$ cat config.mk
export PLATFORM = sky130hd
export DESIGN_NAME = tex_v_stepper
export DESIGN_NICKNAME = d
export VERILOG_FILES = /design/src/rtl/tex_v_stepper.sv
export SDC_FILE = /design/constraint.sdc
export NUM_CORES = 1
export LEC_CHECK = 0
export BUFFER_PORTS_ARGS = -buffer_cell sky130_fd_sc_hd__buf_2
export CAP_MARGIN = 10
export CORE_AREA = 2 2 129 131
export CTS_BUF_LIST = sky130_fd_sc_hd__clkbuf_8
export DETAILED_ROUTE_END_ITERATION = 7
export DIE_AREA = 0 0 131 133
export GPL_TIMING_DRIVEN = 1
export PLACE_DENSITY = 0.69
export SKIP_CTS_REPAIR_TIMING = 1
export SLEW_MARGIN = 5
export SYNTH_ARGS = -nofsm -noshare
export SYNTH_HDL_FRONTEND = slang
export SYNTH_SLANG_ARGS = --single-unit
$ cat constraint.sdc
create_clock -name clk -period 7.6 [get_ports clk]
set_clock_uncertainty 0.1 [all_clocks]
set_input_delay 1.14 -clock clk [delete_from_list [all_inputs] [get_ports clk]]
set_output_delay 1.14 -clock clk [all_outputs]
set_load 0.03 [all_outputs]
$ cat src/rtl/tex_v_stepper.sv
//------------------------------------------------------------------------------
// tex_v_stepper : per-column texture row generator feeding the wall texture ROM
// Rev 1.0 - initial release
//------------------------------------------------------------------------------
`default_nettype none

module tex_v_stepper #(
    parameter int SCREEN_H    = 480,
    parameter int HEIGHT_BITS = 10,
    parameter int FRAC        = 12,
    parameter int TEX_BITS    = 6
) (
    input  logic                   clk,
    input  logic                   reset_n,
    input  logic                   start,
    input  logic [HEIGHT_BITS-1:0] height,
    input  logic                   side,
    input  logic [TEX_BITS-1:0]    col,
    input  logic                   adv,
    output logic                   ready,
    output logic                   wall_active,
    output logic                   tex_side,
    output logic [TEX_BITS-1:0]    tex_col,
    output logic [TEX_BITS-1:0]    tex_row,
    output logic                   done
);

    localparam int STEP_W  = TEX_BITS + FRAC + 1;
    localparam int DIV_CYC = STEP_W;
    localparam int MUL_CYC = HEIGHT_BITS;
    localparam int Y_W     = $clog2(SCREEN_H + 1);
    localparam int CW      = $clog2(DIV_CYC + 1);
    localparam int GW      = ((HEIGHT_BITS > Y_W) ? HEIGHT_BITS : Y_W) + 1;

    localparam logic [CW-1:0]     c_DIV_LAST = CW'(DIV_CYC - 1);
    localparam logic [CW-1:0]     c_MUL_LAST = CW'(MUL_CYC - 1);
    localparam logic [Y_W-1:0]    c_Y_LAST   = Y_W'(SCREEN_H - 1);
    localparam logic [GW-1:0]     c_SCREEN_H = GW'(SCREEN_H);
    localparam logic [STEP_W-1:0] c_DIVIDEND = {1'b1, {(STEP_W-1){1'b0}}};

    typedef enum logic [1:0] {
        S_IDLE = 2'd0,
        S_DIV  = 2'd1,
        S_MUL  = 2'd2,
        S_RUN  = 2'd3
    } state_t;

    state_t                 r_state;
    state_t                 w_state_nxt;

    logic [HEIGHT_BITS-1:0] r_height;
    logic                   r_side;
    logic [TEX_BITS-1:0]    r_col;
    logic [STEP_W-1:0]      r_step;
    logic [HEIGHT_BITS-1:0] r_rem;
    logic [STEP_W-1:0]      r_acc;
    logic [GW-1:0]          r_skip;
    logic [CW-1:0]          r_cnt;
    logic [Y_W-1:0]         r_y;
    logic                   r_done;

    logic [GW-1:0]          w_in_ext;
    logic [GW-1:0]          w_skip;
    logic [GW-1:0]          w_h_ext;
    logic [GW-1:0]          w_top;
    logic [GW-1:0]          w_vis;
    logic [GW-1:0]          w_end;
    logic [GW-1:0]          w_y_ext;
    logic [HEIGHT_BITS:0]   w_trial;
    logic                   w_div_ge;
    logic [HEIGHT_BITS-1:0] w_rem_nxt;
    logic [STEP_W-1:0]      w_quo_nxt;
    logic [STEP_W-1:0]      w_mul_add;
    logic                   w_active;
    logic                   w_accept;
    logic                   w_last_adv;

    // Start-row clipping offset for walls taller than the screen.
    assign w_in_ext = {{(GW-HEIGHT_BITS){1'b0}}, height};
    assign w_skip   = (w_in_ext > c_SCREEN_H) ? ((w_in_ext - c_SCREEN_H) >> 1) : '0;

    assign w_h_ext  = {{(GW-HEIGHT_BITS){1'b0}}, r_height};
    assign w_top    = (w_h_ext < c_SCREEN_H) ? ((c_SCREEN_H - w_h_ext) >> 1) : '0;
    assign w_vis    = (w_h_ext < c_SCREEN_H) ? w_h_ext : c_SCREEN_H;
    assign w_end    = w_top + w_vis;
    assign w_y_ext  = {{(GW-Y_W){1'b0}}, r_y};

    // One restoring-division step: the dividend bits sit in r_step's MSBs and
    // are displaced by quotient bits as they are consumed.
    assign w_trial   = {r_rem, r_step[STEP_W-1]};
    assign w_div_ge  = (w_trial >= {1'b0, r_height});
    assign w_rem_nxt = w_div_ge ? (w_trial[HEIGHT_BITS-1:0] - r_height) : w_trial[HEIGHT_BITS-1:0];
    assign w_quo_nxt = {r_step[STEP_W-2:0], w_div_ge};

    assign w_mul_add = r_skip[HEIGHT_BITS-1] ? r_step : '0;

    assign w_active   = (r_state == S_RUN) && (r_height != '0) &&
                        (w_y_ext >= w_top) && (w_y_ext < w_end);
    assign w_accept   = (r_state == S_IDLE) && start;
    assign w_last_adv = (r_state == S_RUN) && adv && (r_y == c_Y_LAST);

    always_ff @(posedge clk or negedge reset_n) begin
        if (!reset_n) begin
            r_state <= S_IDLE;
        end else begin
            r_state <= w_state_nxt;
        end
    end

    always_comb begin
        w_state_nxt = r_state;
        ready       = 1'b0;
        unique case (r_state)
            S_IDLE: begin
                ready = 1'b1;
                if (start) begin
                    w_state_nxt = S_DIV;
                end
            end
            S_DIV: begin
                if (r_cnt == c_DIV_LAST) begin
                    w_state_nxt = S_MUL;
                end
            end
            S_MUL: begin
                if (r_cnt == c_MUL_LAST) begin
                    w_state_nxt = S_RUN;
                end
            end
            S_RUN: begin
                if (w_last_adv) begin
                    w_state_nxt = S_IDLE;
                end
            end
            default: w_state_nxt = S_IDLE;
        endcase
    end

    always_ff @(posedge clk or negedge reset_n) begin
        if (!reset_n) begin
            r_height <= '0;
            r_side   <= 1'b0;
            r_col    <= '0;
            r_step   <= '0;
            r_rem    <= '0;
            r_acc    <= '0;
            r_skip   <= '0;
            r_cnt    <= '0;
            r_y      <= '0;
            r_done   <= 1'b0;
        end else begin
            r_done <= 1'b0;
            unique case (r_state)
                S_IDLE: begin
                    if (w_accept) begin
                        r_height <= height;
                        r_side   <= side;
                        r_col    <= col;
                        r_step   <= c_DIVIDEND;
                        r_rem    <= '0;
                        r_acc    <= '0;
                        r_skip   <= w_skip;
                        r_cnt    <= '0;
                        r_y      <= '0;
                    end
                end
                S_DIV: begin
                    r_rem <= w_rem_nxt;
                    if (r_cnt == c_DIV_LAST) begin
                        r_cnt  <= '0;
                        r_step <= (r_height == '0) ? '0 : w_quo_nxt;
                    end else begin
                        r_cnt  <= r_cnt + CW'(1);
                        r_step <= w_quo_nxt;
                    end
                end
                S_MUL: begin
                    r_acc  <= {r_acc[STEP_W-2:0], 1'b0} + w_mul_add;
                    r_skip <= r_skip << 1;
                    r_cnt  <= r_cnt + CW'(1);
                end
                S_RUN: begin
                    if (adv) begin
                        r_y <= r_y + Y_W'(1);
                        if (w_active) begin
                            r_acc <= r_acc + r_step;
                        end
                        if (r_y == c_Y_LAST) begin
                            r_done <= 1'b1;
                        end
                    end
                end
                default: ;
            endcase
        end
    end

    assign wall_active = w_active;
    assign tex_side    = r_side;
    assign tex_col     = r_col;
    assign tex_row     = w_active ? r_acc[FRAC+TEX_BITS-1:FRAC] : '0;
    assign done        = r_done;

endmodule

`default_nettype wire

# --- Word level (Yosys, flattened, before mapping) ---
# Cells that the tools add are included.
# W data, S select, Z words.
totals:
  reg_bits: 92
  input_bits: 21
  out_inout_bits: 16
  word_cells: 91
classes:
  n_addsub: 8
  order_cmp: 5
  n_eq_ne: 13
  muxes: 33
  reduce_logical: 21
ops:
  columns: ["cell", "n"]
  rows:
  - ["$mux W19", 7]
  - ["$mux W10", 6]
  - ["$pmux W19 S3", 1]
  - ["$pmux W10 S2", 2]
  - ["$add A19 B19 Y19", 2]
  - ["$pmux W19 S2", 1]
  - ["$mux W9", 2]
  - ["$pmux W9 S2", 1]
  - ["$pmux W5 S3", 1]
  - ["$ne A2 B2 Y1 const B", 7]
  - ["$add A10 B10 Y11", 1]
  - ["$ge A11 B10 Y1", 1]
  - ["$lt A9 B11 Y1", 1]
  - ["$sub A10 B9 Y11 const B", 1]
  - ["$sub A9 B10 Y11 const A", 1]
  - ["$ge A9 B10 Y1", 1]
  - ["$gt A10 B9 Y1 const B", 1]
  - ["$logic_not A10 Y1", 1]
  - ["$lt A10 B9 Y1 const B", 1]
  - ["$mux W5", 2]
  - ["$reduce_bool A10 Y1", 1]
  - ["$sub A10 B10 Y10", 1]
  - ["$add A9 B1 Y9 const B", 1]
  - ["$eq A9 B9 Y1 const B", 1]
  - ["16 further kinds", 35]

# --- Longest topological paths before layout ---
depth:
  word_depth: 8
  depth_mapped: 23

# --- Worst setup path after synthesis ---
# OpenSTA, ideal clock, no wires.
synth_timing:
  kind: "register -> output"
  startpoint: "register r_height[1]"
  endpoint: "output port tex_row[0]"
  arrival_time_ps: 5100
  path_slack_ps: 1260
  stages_incl_launch_ff: 20
  cell_sequence: "dfrtp_1 > inv_1 > ha_1 > nor2_1 > nor2_1 > nor2_1 > and2_1 > ha_1 > fa_1 > a21o_1 > a21oi_1 > xor2_1 > ha_1 > a21o_1 > a2111oi_0 > o21ai_0 > a31oi_1 > a2111oi_4 > nor3_1 > and2_1"
synth_via:
  elab_chain_cells: 6
  word_cells_on_any_way: 12
synth_lines:
  columns: ["item", "line_no", "rtl"]
  rows:
  - ["start: declaration", "51", "logic [HEIGHT_BITS-1:0] r_height;"]
  - ["start signal: assignment", "156", "r_height <= height;"]
  - ["$sub A9 B10 Y11 or $lt A10 B9 Y1 (tied branches)", "83, 84", null]
  - ["$mux W10, on equally long branches", "83, 84", null]
  - ["$add A10 B10 Y11 or $ge A9 B10 Y1 (tied branches)", "85, 98", null]
  - ["$lt A9 B11 Y1 or $logic_and A1 B1 Y1 (tied branches)", "98, 97", null]
  - ["$logic_and A1 B1 Y1 (*)", "98", "(w_y_ext >= w_top) && (w_y_ext < w_end);"]
  - ["net wall_active", "21", "output logic wall_active,"]
  - ["$mux W6 (*)", "201", "assign tex_row = w_active ? r_acc[FRAC+TEX_BITS-1:FRAC] : '0;"]
  - ["end: declaration", "24", "output logic [TEX_BITS-1:0] tex_row,"]
# The timed path passes the listed nets; every way through them passes the cells marked *.

# --- Worst setup path in the final report ---
layout_timing:
  startpoint: "register r_height[1]"
  endpoint: "output port tex_row[3]"
layout_via:
  elab_chain_cells: 6
  word_cells_on_any_way: 12
layout_lines:
  columns: ["item", "line_no"]
  rows:
  - ["$sub A9 B10 Y11 or $lt A10 B9 Y1 (tied branches)", "83, 84"]
  - ["$mux W10, on equally long branches", "83, 84"]
  - ["$add A10 B10 Y11 or $ge A9 B10 Y1 (tied branches)", "85, 98"]
  - ["$lt A9 B11 Y1 or $logic_and A1 B1 Y1 (tied branches)", "98, 97"]
  - ["$logic_and A1 B1 Y1 (*)", "98"]
  - ["$mux W6 (*)", "201"]
# Every way passes the cells marked *; elsewhere a longest branch is shown, timed or not.

==> impl_metrics.py <==
metrics = {
    "pwr": {
        "power_density_nw_per_um2": 200.9,
        "switching_share_pct": 37.77,
        "seq_power_share_pct": 39.6,
        "p_leak_nw": 3.696,
        "total_power_w": 0.001557,
        "p_int_w": 0.0009686,
        "ir_drop_mv": 0.09710,
        "p_sw_w": 0.0005880,
        "pwr-share-comb_pct": 37.4,
        "power_frac_clock_pct": 23.0,
    },
    "synthesis": {
        "synth_area_leaders": "dfrtp_1 32%, ha_1 14%, o21ai_0 4.3%",
        "yosysWarnings": 0,
        "synth_compound_area_share_pct": 21.92,
        "synthArstFlopShare_pct": 100.0,
        "avgSynthCellArea_um2": 8.874,
        "synth_cell_types": 61,
        "synth_edf_count": 0,
        "seq_area_frac_synth_pct": 31.92,
        "synth_top_area_share_pct": 31.92,
        "synth_largest_area_cell": "dfrtp_1",
        "ys_ff_latch": 91,
        "yosys.area_share.simple_pct": 18.06,
        "yosys-top-cells-count": "91 x dfrtp_1, 82 x ha_1, 72 x nand2_1, 62 x o21ai_0, 60 x a21oi_1",
        "synthAdderAreaFrac_pct": 15.50,
        "synth_xor_area_share_pct": 6.384,
        "syn-cell-area_um2": 7134,
        "yosysMostFrequentCell": "dfrtp_1",
        "ys.flop_type": "dfrtp_1",
        "muxShareOfSynthArea_pct": 2.403,
        "synth_top_family_by_area": "compound AO/OA/AOI/OAI gates",
        "synth_cells": 804,
    },
    "timing": {
        "totalNegativeSetupSlack_ps": 0,
        "worstMarginPinSlew_ps": 971.5,
        "fmax_ghz": 0.1438,
        "setup_violations": 0,
        "fin_crit_ps": 6954,
        "final-hold-violation-count": 0,
        "relSlewSlack_pct": 35.11,
        "rsz0062_at_grt": "false",
        "fin_crit_sh_pct": 91.50,
        "report.final.slew_viol_count": 0,
    },
    "detailed_routing": {
        "wire_per_inst_um": 15.21,
        "vias_per_cell": 5.454,
        "via_count": 5776,
        "routed_wl_um": 16110,
        "drt_drc_violations_left": 0,
        "dr.pass1.iters": 4,
        "dr.first_iter.drc_count": 419,
        "antenna_left": 0,
    },
    "cts": {
        "insertion_delay_ps": 380,
        "cts_buffers": 9,
        "clkSlewWorstSetupHoldPaths_ps": 100,
        "cts.htree.levels": 3,
        "cts_buffer_depth": 2,
        "cts_root_buf": "clkbuf_8",
        "clock_sinks": 91,
        "cts_tree": "yes",
    },
    "final_layout": {
        "antennaDiodeCount": 0,
        "syn2layout_area_growth_pct": 8.593,
        "utilization_pct": 47.91,
        "nNetsFinal": 941,
        "final_cells": 1059,
        "drive_gt1_share_pct": 9.774,
    },
    "floorplan": {
        "ios": 37,
        "coreArea_um2": 16170,
        "die_x_um": 131,
        "fp.dieH_um": 133,
        "rows": 47,
        "initial_core_util_pct": 44.12,
        "die_area_um2": 17420,
    },
    "setup_path": {
        "cp_max_fo": 7,
        "start_kind": "flip-flop",
        "worstSetupEndpointType": "primary output",
        "path_class": "reg2out",
        "cp.required_ps": 6360,
        "cp.arrival_ps": 5710,
    },
    "status": {
        "outcome": "finished clean",
    },
    "job": {
        "cap_violations": 0,
    },
    "place": {
        "dp_hpwl_um": 12110,
        "numPortBuffers": 36,
        "dpl.cell_count": 1043,
        "gp_routability_congestion": 0.8427,
    },
    "global_routing": {
        "grt_max_degree": 73,
        "grt_remaining_overflow": 0,
        "grt_pass1_vias": 5604,
        "groute.usage.overall_pct": 19.71,
        "grt_first_pass_wirelength_um": 27610,
        "antenna_found_initial": 0,
    },
    "min_path": {
        "hp-class": "reg2reg",
    },
}
[per-layer routing]
metal | share of wire [%] | vias up | global-route usage (%)
met5 | 0 | - | 0
met4 | 0.86 | 0 | 4.610
met3 | 2.9 | 11 | 3.114
met2 | 46 | 75 | 31.09
met1 | 50 | 2710 | 28.35
li1 | - | 2980 | -
[worst max-delay path: stages (launching register included)]
cell and delay [ps]:
dfrtp_1 420, inv_1 150, ha_1 310, nor2_1 80, nor2_1 340, nor2_1 200
and2_1 230, ha_1 240, fa_1 410, a21o_1 210, a21oi_1 180, xor2_1 170
ha_1 260, a21o_1 160, a2111oi_0 370, o21ai_0 150, a31oi_1 290, a2111oi_4 120
nor3_1 620, and2_1 210, buf_2 190
[cell usage in the layout (no fill, tap or decap), types with 11 or more instances in the layout]
cell type / netlist / final
nand4_1: 15 / 15
and2_1: 26 / 26
xor2_1: 20 / 20
o21ai_0: 62 / 62
nand2b_1: 13 / 13
a21oi_1: 60 / 59
a22oi_1: 15 / 15
nor3_1: 20 / 20
xnor2_1: 32 / 32
buf_2: 1 / 35
clkbuf_8: 0 / 11
nand3_1: 15 / 15
nand2_1: 72 / 72
dfrtp_1: 91 / 91
a22o_1: 19 / 19
nor2_1: 57 / 57
ha_1: 82 / 82
inv_1: 40 / 40
[cells by family (layout without fill, tap and decap cells)]
family | after synthesis | in the layout
buffers and inverters | 64 | 98
AND/OR/NAND/NOR | 259 | 259
other | 2 | 3
multiplexers | 16 | 16
flip-flops | 91 | 91
adder cells (fa/ha/maj) | 86 | 86
AO/OA/AOI/OAI | 234 | 234
XOR/XNOR | 52 | 52
[metrics by stage]
step	hold slack (ps)	cell area, um^2	setup slack (ps)
final	386.2	7747	645.7
after global routing	408.8	7747	175.8
after CTS	390.3	7747	603.9
after detailed placement	370.1	7536	1036
after global placement	365.0	7536	1193
after floorplan	350.1	7138	1260
[sequential cells by signal, summed over array words and instances (netlist names)]
signal / count
r_step: 19
r_skip: 10
r_y: 9
tex_col: 6
r_height: 10
r_rem: 10
done: 1
r_acc: 18
r_cnt: 5
r_state: 2
tex_side: 1
[power groups by stage]
stage / Sequential (W) / Combinational (W) / Clock (W)
after floorplan: 0.000600 / 0.000476 / 0
after global placement: 0.000627 / 0.000573 / 0
after detailed placement: 0.000629 / 0.000584 / 0
after CTS: 0.000619 / 0.000586 / 0.000370
after global routing: 0.000628 / 0.000670 / 0.000394
final: 0.000617 / 0.000582 / 0.000358
[worst paths after layout]
path	start	endpoint	slack, ps	cells after the start
worst max-delay path	r_height[1]	tex_row[3]	650	20
worst min-delay path	r_skip[7]	r_skip[7]	390	2
worst max register to register	r_height[1]	r_acc[15]	1930	20
worst min register to register	r_skip[7]	r_skip[7]	390	2
max in group asynchronous	reset_n	r_skip[2]	5650	2
min in group asynchronous	reset_n	r_acc[13]	540	1
[final cells by class]
cell class / count / area [um^2]
Clock buffer: 11 / 151.4
Clock inverter: 5 / 60.06
Fill cell: 1568 / 8424
Inverter: 40 / 150.1
Multi-Input combinational cell: 650 / 4606
Sequential cell: 91 / 2277
Tap cell: 220 / 275.3
Timing Repair Buffer: 42 / 227.7
No activity file was read; power rests on OpenSTA's default activity.
